<file path="config.mk">
export PLATFORM = sky130hd
export DESIGN_NAME = inst_fetch
export DESIGN_NICKNAME = d
export VERILOG_FILES = /design/src/rtl/inst_fetch.sv
export SDC_FILE = /design/constraint.sdc
export NUM_CORES = 1
export LEC_CHECK = 0
export ABC_CLOCK_PERIOD_IN_PS = 2500
export CAP_MARGIN = 20
export CORE_AREA = 3 3 60 73
export CTS_BUF_LIST = sky130_fd_sc_hd__clkbuf_4 sky130_fd_sc_hd__clkbuf_8 sky130_fd_sc_hd__clkbuf_16
export CTS_CLUSTER_SIZE = 14
export DETAILED_ROUTE_END_ITERATION = 8
export DIE_AREA = 0 0 63 76
export PLACE_DENSITY = 0.58
export SLEW_MARGIN = 30
export SYNTH_ARGS = -nofsm -noshare
export SYNTH_HDL_FRONTEND = slang
export SYNTH_SLANG_ARGS = --single-unit
</file>
<file path="constraint.sdc">
create_clock -name clk -period 2.5 [get_ports clk]
set_input_delay 0.25 -clock clk [delete_from_list [all_inputs] [get_ports clk]]
set_output_delay 0.25 -clock clk [all_outputs]
set_load 0.01 [all_outputs]
</file>
<file path="src/rtl/inst_fetch.sv">
// inst_fetch: instruction fetch unit.
// Issues byte-wide program memory reads at pc, holds each fetched instruction
// for the decoder until it is accepted, and supports jump redirect and halt.
// Ports:
//   clk        - clock, all state changes on the rising edge
//   rst        - synchronous reset, active low
//   memAddr    - program memory read address (always equals pc)
//   memReq     - program memory read request
//   memAck     - memory has data; memData valid in the same cycle
//   memData    - instruction byte from memory
//   inst       - instruction presented to the decoder (NOP_INST when not valid)
//   instValid  - inst holds a fetched instruction
//   instAccept - decoder consumes inst this cycle
//   jumpEn     - redirect fetch to jumpAddr
//   jumpAddr   - redirect target
//   halt       - stop issuing new fetches at the next HOLD exit
//   pc         - address of the next fetch
module inst_fetch #(
  parameter logic [7:0] RESET_VECTOR = 8'h00,
  parameter logic [7:0] NOP_INST     = 8'h00
) (
  input  logic       clk,
  input  logic       rst,
  output logic [7:0] memAddr,
  output logic       memReq,
  input  logic       memAck,
  input  logic [7:0] memData,
  output logic [7:0] inst,
  output logic       instValid,
  input  logic       instAccept,
  input  logic       jumpEn,
  input  logic [7:0] jumpAddr,
  input  logic       halt,
  output logic [7:0] pc
);

  typedef enum logic [1:0] {
    S_RESET,
    S_FETCH,
    S_HOLD,
    S_HALTED
  } state_t;

  state_t     state;
  logic [7:0] fetch_addr;

  assign pc      = fetch_addr;
  assign memAddr = fetch_addr;

  always_ff @(posedge clk) begin
    if (!rst) begin
      state      <= S_RESET;
      fetch_addr <= RESET_VECTOR;
      memReq     <= 1'b0;
      instValid  <= 1'b0;
      inst       <= NOP_INST;
    end else begin
      case (state)
        S_RESET: begin
          if (halt) begin
            state  <= S_HALTED;
            memReq <= 1'b0;
          end else begin
            state  <= S_FETCH;
            memReq <= 1'b1;
          end
        end

        // halt is deliberately not looked at here: an outstanding request
        // always completes into HOLD.
        S_FETCH: begin
          if (jumpEn) begin
            // jump wins over a same-cycle ack: data dropped, pc not bumped
            fetch_addr <= jumpAddr;
            memReq     <= 1'b1;
            instValid  <= 1'b0;
            inst       <= NOP_INST;
          end else if (memAck) begin
            state      <= S_HOLD;
            inst       <= memData;
            instValid  <= 1'b1;
            fetch_addr <= fetch_addr + 8'd1;
            memReq     <= 1'b0;
          end
        end

        S_HOLD: begin
          if (jumpEn) begin
            state      <= S_FETCH;
            fetch_addr <= jumpAddr;
            memReq     <= 1'b1;
            instValid  <= 1'b0;
            inst       <= NOP_INST;
          end else if (instAccept) begin
            instValid <= 1'b0;
            inst      <= NOP_INST;
            if (halt) begin
              state  <= S_HALTED;
              memReq <= 1'b0;
            end else begin
              state  <= S_FETCH;
              memReq <= 1'b1;
            end
          end
        end

        // a jump leaves HALTED even while halt is still asserted
        S_HALTED: begin
          if (jumpEn) begin
            state      <= S_FETCH;
            fetch_addr <= jumpAddr;
            memReq     <= 1'b1;
          end
          instValid <= 1'b0;
          inst      <= NOP_INST;
        end

        default: begin
          state      <= S_RESET;
          fetch_addr <= RESET_VECTOR;
          memReq     <= 1'b0;
          instValid  <= 1'b0;
          inst       <= NOP_INST;
        end
      endcase
    end
  end

endmodule

</file>
==> results.md, run 1 <==
- Outcome: complete, no violations
- Ant. Diodes: 0
- Max Buffers Root-to-Sink: 2
- Syn Area/Cell: slightly below 9 um2
- Row Count: 24
- Worst slack, placed: roughly 560 ps
- PwrDens: about 560 nW/um2
- Arrival @ worst endpoint: ~1800 ps
- Main combinational cell family by area after synthesis: compound AO/OA/AOI/OAI gates
- TritonCTS buffer count: 3
- DR WL met2: 1510 um
- Synth Area in Adders: between 1 and 1.5%
- Antenna Nets Post-Route: 0
- Worst Hold Class: reg -> reg
- Post-synth EDFFs: 0
- Dpl hpwl: between 2000 and 2500 um
- Post-synthesis xor/xnor area fraction: 0%
- Placer Congestion: about 0.87
- Fraction of registers with async set/reset: 0%
- Largest net degree at the start of global routing: 22
- Synth top area share: between 30% and 40%
- Number of fill cells: ~370
- First-pass GRT wire length: about 4900 um
- Remaining DRCs: 0
- First-pass iteration count of the detailed router: 4
- Cell Area, Synth: around 1100 um2
- CTS tree: built
- P_leak: 0.592 nW
- Max-slew headroom: 52.7%
- Register area share after synthesis: a little over a third
- Top Layer Used: met4
- Count of port buffers added during placement: 47
- Initial antenna violation count: 0
- Routed WL: 2990 um
- CTS clk-pin slew, worst paths: about 80 ps
- Max-capacitance violation count: 0
- Ports: 48
- Mux cell area share after synthesis: 0%
- Number of global-route vias before repair: between 1,000 and 1,500
- Die Area: roughly 4800 um2
- Mapped Nets: 150
- Initial DRC count: 25
- DR WL met3: between 150 and 200 um
- Via count of the routed design: between 1,000 and 1,500
- Hold_buf cts: 0
- Area growth syn-to-layout: 45.1%
- Drt via density: 5.04
- Nets: 187
- CP Max Fanout: 11
- Fmax: about 600 MHz
- Routed length on met1: between 1000 and 1500 um
- Most frequent cell after synthesis: dfxtp_1
- Actual slew at the worst max-slew pin: between 700 and 800 ps
- DIE WIDTH: ~63 um
- Crit Path Class: in -> reg
- Share of cells above drive strength 1: 7.98%
- GR Util All Layers: ~13%
- Final worst setup slack: between 800 and 900 ps
- Setup TNS Final: 0 ps
- Final hold vios: 0
- Period utilization: about two thirds
- CP required: 2650 ps
- Post-CTS Setup Bufs: 0
- Multi-input logic area: between 600 and 700 um2
- Period minus WS final: ~1700 ps
- Final Max Tran Viols: 0
- Final Skew: about 3.7 ps
- WL per Instance: about 14 um
- Starting Density: 30.4%
- Ranking of synthesized cells by area: dfxtp_1, buf_4, nor2b_1
- Hold_ws: 525 ps
- Post-Syn Instances: 127
- CP startpoint kind: input port
- Final setup viols: 0
- GRT overflow: 0
- Syn. warnings: 0
- Count of cell types in the netlist: 40
- Primary FF master, synth: dfxtp_1
- Synth Register Bits: 20
- Worst skew pair latency: 260 ps
- Sink Count: 20
- Simple-gate area share of the yosys netlist: between 20 and 25%
- Top post-synthesis cells by count: dfxtp_1, nor2b_1, buf_4
- Worst ir drop on vdd: 0.282 mV
- Synth Area in Compound Gates: 32.0%
- Crit. End Element: register
- Register area: 400 um2
- RSZ-0062 raised after global routing: false
- Synth area leader: dfxtp_1
- H-Tree Level Count: 1
- Resized cells post-CTS: 0
- Root buffer cell: clkbuf_8
- Die Y-Extent: 76 um
- Core Area: about 3700 um2
-- placed cells by master (no fill, tap or decap), types with 2 or more instances in the layout --
cell              n
nor2b_1          10
nor2_1            7
nand4_1           2
o211a_1           3
o221a_2           2
a22oi_1           8
o22ai_1           2
and3_1            3
clkdlybuf4s50_1  47
o21ai_0           6
a32oi_1           2
o21a_1            3
a21oi_1           6
inv_1             4
nand2_1           8
dfxtp_1          20
nand3_1           6
clkbuf_8          3
-- flip-flops by register name, indices dropped and copies added (netlist names) --
signal and flops:
inst 8, memAddr 8, state 2, instValid 1, memReq 1
-- critical path: stages --
cell and delay [ps]:
clkdlybuf4s50_1 610, or2_1 450, a311o_1 380, o211ai_2 80, a21oi_2 40
-- stage by stage --
step	total power, mW	std cells	instance area [um2]	utilization (%)
6_report	0.916	215	1630	44.0
5_1_grt	0.960	215	1630	44.0
4_1_cts	0.924	215	1630	44.0
3_5_place_dp	0.595	211	1560	42.1
3_3_place_gp	0.590	211	1560	42.1
2_1_floorplan	0.498	127	1120	-
-- logic make-up (layout without fill, tap and decap cells) --
kind of cell             Yosys count  count (layout)
AO/OA/AOI/OAI                     44              44
adder cells (fa/ha/maj)            1               1
buffers and inverters             19              55
flip-flops                        20              20
AND/OR/NAND/NOR                   43              43
-- power breakdown --
part	switching (mW)	internal (mW)
combinational	0.0924	0.123
clock	0.116	0.214
sequential	0.0310	0.339
total	0.239	0.676
-- final cells by class --
cell class | instances | share of cell area, %
well taps | 52 | 4.00
clock inverters | 1 | 1.85
inverters | 4 | 0.923
multi-input cells | 88 | 37.2
repair buffers | 47 | 28.9
flip-flops and latches | 20 | 24.6
clock buffers | 3 | 2.54
-- layer usage --
layer / track usage (%) / up-vias
li1: - / 530
met1: 14.7 / 519
met2: 21.1 / 30
met3: 3.10 / 4
met4: 5.74 / 0
met5: 0 / -
-- path summary, 6_finish.rpt --
kind | startpoint | to | slack [ps] | cells past startpoint
min reg2reg | inst[6] | inst[6] | 530 | 2
min | inst[6] | inst[6] | 530 | 2
max reg2reg | state[1] | memAddr[3] | 920 | 4
max | jumpEn | memAddr[7] | 830 | 5
Note: power is estimated with default switching activity, not from simulation.
==> run 2, diff against run 1 <==
ABC_CLOCK_PERIOD_IN_PS = 1650   (was 2500)
clock period = 1.65 ns   (was 2.5 ns; I/O delays follow)
==> run 2 against run 1 <==
- combinational power increased by 57%
- global-route usage hardly changed
- critical path depth is 4 lower
- flip-flop and latch count did not move
- worst hold slack worse by 4.8 ps
- critical endpoint is now pc[2]
- largest cell class unchanged
==> results.md, run 2 (synthesized netlist as in run 1, its figures left out) <==
- Outcome: complete, no violations (unchanged)
- Count of port buffers added during placement: 47 (unchanged)
- Die Y-Extent: 76 um (unchanged)
- Highest-count cells in the layout ignoring fill and taps: clkdlybuf4s50_1, dfxtp_1, nor2b_1, nand2_1, a22oi_1 (unchanged)
- Actual slew at the worst max-slew pin: 412 ps (was 707 ps)
- Max-slew headroom: 72.5% (was 52.7%)
- Slowest cell on crit path: clkdlybuf4s50_1 (unchanged)
- First-pass iteration count of the detailed router: 4 (unchanged)
- Max-capacitance violation count: 0 (unchanged)
- Crit. End Element: output pin (was register)
- Initial DRC count: 29 (was 25)
- Period minus WS final: around 1500 ps
- GR Util All Layers: 12.5% (about the same)
- Sink Count: 20 (unchanged)
- Worst ir drop on vdd: 0.381 mV (was 0.282 mV)
- Setup TNS Final: 0 ps (unchanged)
- Max Buffers Root-to-Sink: 2 (unchanged)
- Die Area: 4790 um2 (unchanged)
- CP max stage delay: 610 ps (about the same)
- Worst skew pair latency: 260 ps (about the same)
- Hold_buf cts: 0 (unchanged)
- Core Area: 3690 um2 (unchanged)
- Ant. Diodes: 0 (unchanged)
- Final hold vios: 0 (unchanged)
- Remaining DRCs: 0 (unchanged)
- H-Tree Level Count: 1 (unchanged)
- Root buffer cell: clkbuf_8 (unchanged)
- GRT overflow: 0 (unchanged)
- Finished Cell Area: 1670 um2 (was 1630 um2)
- Ports: 48 (unchanged)
- WL per Instance: 13.3 um (was 13.9 um)
- RSZ-0062 raised after global routing: false (unchanged)
- CTS clk-pin slew, worst paths: 80 ps (about the same)
- Dpl hpwl: 2260 um (was 2250 um)
- Crit path cell chain: clkdlybuf4s50_1 (was clkdlybuf4s50_1, or2_1, a311o_1, o211ai_2, a21oi_2)
- Bufs and invs on worst path: 1 (unchanged)
- DIE WIDTH: 63 um (unchanged)
- Resized cells post-CTS: 0 (unchanged)
- Placed insts: 217 (was 211)
- CP startpoint kind: register (was input port)
- Routed WL: 2950 um (was 2990 um)
- Share of cells above drive strength 1: 11.2% (was 7.98%)
- Placed standard-cell area: 1600 um2 (was 1560 um2)
- Largest net degree at the start of global routing: 13 (was 22)
- First-pass GRT wire length: 4870 um (was 4860 um)
- Final Max Tran Viols: 0 (unchanged)
- TritonCTS buffer count: 3 (unchanged)
- Commonest non-fill, non-tap cell in the layout: clkdlybuf4s50_1 (unchanged)
- Fmax: 649 MHz
- Post-CTS Setup Bufs: 0 (unchanged)
- Nets: 193 (was 187)
- Top cell family by delay on the critical path: buffers and inverters (unchanged)
- Final setup viols: 0 (unchanged)
- Crit Path Class: reg -> out (was in -> reg)
- Row Count: 24 (unchanged)
- Area growth syn-to-layout: 49.1% (was 45.1%)
- P_leak: 0.621 nW (was 0.592 nW)
- CP Max Fanout: 9 (was 11)
- Starting Density: 30.4% (unchanged)
- Initial antenna violation count: 0 (unchanged)
- CTS tree: built (unchanged)
- CP required: 1480 ps (was 2650 ps)
- Via count of the routed design: 1,092 (was 1,083)
- Worst Hold Class: reg -> reg (unchanged)
- Final Skew: 1.31 ps (was 3.67 ps)
- Number of global-route vias before repair: 1,030 (was 1,047)
- PwrDens: 831 nW/um2 (was 563 nW/um2)
- Flop-to-flop setup slack: 250 ps (was 920 ps)
- Placer Congestion: 0.813 (was 0.866)
- Drt via density: 4.94 (was 5.04)
- Fin cells: 221 (was 215)
- Hold_ws: 520 ps (was 525 ps)
- Period utilization: between 90% and 100%
- Arrival @ worst endpoint: 1380 ps (was 1810 ps)
- Antenna Nets Post-Route: 0 (unchanged)
-- run 2: changes by cell type in the layout (fill, tap and decap cells not counted) --
cell | before | now
buf_4 | 0 | 6
-- run 2: cell type report --
cell class,count,area [um2]
flip-flops and latches,20,400
well taps,52,65.1
fillers,376,2020
clock buffers,3,41.3
repair buffers,53,515
multi-input cells,88,604
inverters,4,15.0
clock inverters,1,30.0
-- run 2: through the flow --
step	setup WS (ps)	utilization (%)	total power, mW
floorplan	361	-	0.755
global placement	68.4	43.3	0.906
detailed placement	40.5	43.3	0.911
CTS	103	45.3	1.41
global route	45.9	45.3	1.46
finish	109	45.3	1.39
-- run 2: path summary, 6_finish.rpt --
path                    from          to  cells past startpoint
setup / recovery  memAddr[2]       pc[2]                      1
hold / removal       inst[6]     inst[6]                      2
setup reg to reg    state[1]  memAddr[7]                      4
hold reg to reg      inst[6]     inst[6]                      2
-- run 2: power by group --
group / internal [mW] / total [mW] / switching [mW] / leakage, nW
Clock: 0.324 / 0.492 / 0.168 / 0.0357
Combinational: 0.196 / 0.340 / 0.144 / 0.422
Sequential: 0.514 / 0.557 / 0.0430 / 0.164
-- run 2: routing by layer --
layer	vias up	share of wire (%)	global-route usage [%]
li1	542	-	-
met1	509	44	15.7
met2	37	50	20.3
met3	4	4.1	1.47
met4	0	2.4	7.28
met5	-	0	0
==> run 3, diff against run 2 <==
DONT_BUFFER_PORTS = 1   (was not set)
PLACE_DENSITY = 0.42   (was 0.58)
==> run 3 against run 2 <==
- global-route usage is 0.39 points lower
- critical endpoint is now memAddr[7]
- die area did not move
- highest routed layer unchanged
- clock skew rose by 1.9 ps
- via count shrank 16%
- clock power shrank 23%
- clock-buffer cell count increased by 1
- largest power group unchanged
- worst setup slack better by 84 ps
- sequential power is 2% higher
==> results.md, run 3 (synthesized netlist as in run 1, its figures left out) <==
- Outcome: complete, no violations (unchanged)
- Placed standard-cell area: 1130 um2 (was 1600 um2)
- Row Count: 24 (unchanged)
- Period utilization: 88.3% (was 93.4%)
- WL per Instance: 16.0 um (was 13.3 um)
- Fin cells: 174 (was 221)
- Die Area: 4790 um2 (unchanged)
- Ports: 48 (unchanged)
- Routed WL: 2790 um (was 2950 um)
- RSZ-0062 raised after global routing: false (unchanged)
- Ant. Diodes: 0 (unchanged)
- Number of global-route vias before repair: 877 (was 1,030)
- DR WL met3: 275 um (was 122 um)
- CTS clk-pin slew, worst paths: 80 ps (about the same)
- Dpl hpwl: 2090 um (was 2260 um)
- CP startpoint kind: register (unchanged)
- Max-slew headroom: 72.3% (was 72.5%)
- Final Max Tran Viols: 0 (unchanged)
- TritonCTS buffer count: 3 (unchanged)
- Via count of the routed design: 916 (was 1,092)
- H-Tree Level Count: 1 (unchanged)
- Top Layer Used: met4 (unchanged)
- GRT overflow: 0 (unchanged)
- P_leak: 0.443 nW (was 0.621 nW)
- Routed length on met1: 1160 um (was 1290 um)
- Final setup viols: 0 (unchanged)
- Placed insts: 170 (was 217)
- Placer Congestion: 0.745 (was 0.813)
- R2R depth: 4 (unchanged)
- Hold_ws: 31.9 ps (was 520 ps)
- Actual slew at the worst max-slew pin: 415 ps (was 412 ps)
- Core Area: 3690 um2 (unchanged)
- Core Util, Final: 32.1% (was 45.3%)
- Initial antenna violation count: 0 (unchanged)
- Antenna Nets Post-Route: 0 (unchanged)
- First-pass iteration count of the detailed router: 4 (unchanged)
- First-pass GRT wire length: 4600 um (was 4870 um)
- Drt via density: 5.26 (was 4.94)
- CP required: 1790 ps (was 1480 ps)
- Remaining DRCs: 0 (unchanged)
- Count of port buffers added during placement: 0 (was 47)
- Largest net degree at the start of global routing: 22 (was 13)
- Resized cells post-CTS: 0 (unchanged)
- Worst skew pair latency: 260 ps (about the same)
- Max Buffers Root-to-Sink: 2 (unchanged)
- Final Skew: 3.21 ps (was 1.31 ps)
- Worst R2R Start: state[1] (unchanged)
- PwrDens: 960 nW/um2 (was 831 nW/um2)
- Worst ir drop on vdd: 0.305 mV (was 0.381 mV)
- Final hold vios: 0 (unchanged)
- Hold path cells: 1 (was 2)
- DIE WIDTH: 63 um (unchanged)
- Critical hold path startpoint: rst (was inst[6])
- Max-capacitance violation count: 0 (unchanged)
- CP Max Fanout: 10 (was 9)
- Critical path launch point: state[1] (was memAddr[2])
- Crit. End Element: register (was output pin)
- Period minus WS final: 1460 ps (was 1540 ps)
- Crit Path Class: reg -> reg (was reg -> out)
- Initial DRC count: 48 (was 29)
- Post-CTS Setup Bufs: 0 (unchanged)
- Area growth syn-to-layout: 5.69% (was 49.1%)
- Nets: 146 (was 193)
- Share of cells above drive strength 1: 15.6% (was 11.2%)
- Worst Hold Class: in -> reg (was reg -> reg)
- CTS tree: built (unchanged)
- Die Y-Extent: 76 um (unchanged)
- Root buffer cell: clkbuf_8 (unchanged)
- Fmax: 686 MHz (was 649 MHz)
- Arrival @ worst endpoint: 1600 ps (was 1380 ps)
- Sink Count: 20 (unchanged)
- Commonest non-fill, non-tap cell in the layout: dfxtp_1 (was clkdlybuf4s50_1)
- Starting Density: 30.4% (unchanged)
- DR WL met2: 1330 um (was 1460 um)
- Hold_buf cts: 0 (unchanged)
- GR Util All Layers: 12.1% (was 12.5%)
- Setup TNS Final: 0 ps (unchanged)
- Highest-count cells in the layout ignoring fill and taps: dfxtp_1, nor2b_1, nand2_1, a22oi_1, nor2_1 (was clkdlybuf4s50_1, dfxtp_1, nor2b_1, nand2_1, a22oi_1)
- Finished Cell Area: 1180 um2 (was 1670 um2)
## run 3: where the power goes
| part | switching, mW | leakage [nW] | total (mW) | internal, mW |
|---|---|---|---|---|
| logic | 0.105 | 0.250 | 0.193 | 0.0879 |
| registers | 0.0524 | 0.164 | 0.566 | 0.514 |
| clock network | 0.166 | 0.0288 | 0.378 | 0.212 |
## run 3: path summary, 6_finish.rpt
kind / slack [ps] / endpoint
max: 190 / memAddr[7]
min: 30 / inst[3]
max reg2reg: 190 / memAddr[7]
min reg2reg: 570 / instValid
## run 3: worst max-delay path: stages, from the launching register on
cell and delay, ps:
dfxtp_1 400, or2_1 410, a311o_1 400, o211ai_2 90
a21oi_2 40
## run 3: area by class of cell
type | count | area, um2
multi-input cells | 88 | 604
repair buffers | 6 | 45.0
inverters | 4 | 15.0
well taps | 52 | 65.1
fillers | 422 | 2510
flip-flops and latches | 20 | 400
clock buffers | 4 | 55.1
## run 3: routing by layer
| metal | GRT usage [%] | up-vias |
|---|---|---|
| met1 | 13.9 | 429 |
| met2 | 19.3 | 40 |
| met3 | 5.16 | 2 |
| li1 | - | 445 |
| met4 | 5.30 | 0 |
| met5 | 0 | - |
## run 3: through the flow
| stage | setup WS (ps) | total power [mW] |
|---|---|---|
| final | 193 | 1.14 |
| after global routing | 94.9 | 1.21 |
| after CTS | 191 | 1.15 |
| after detailed placement | 209 | 0.772 |
| after global placement | 254 | 0.768 |
| after floorplan | 361 | 0.755 |
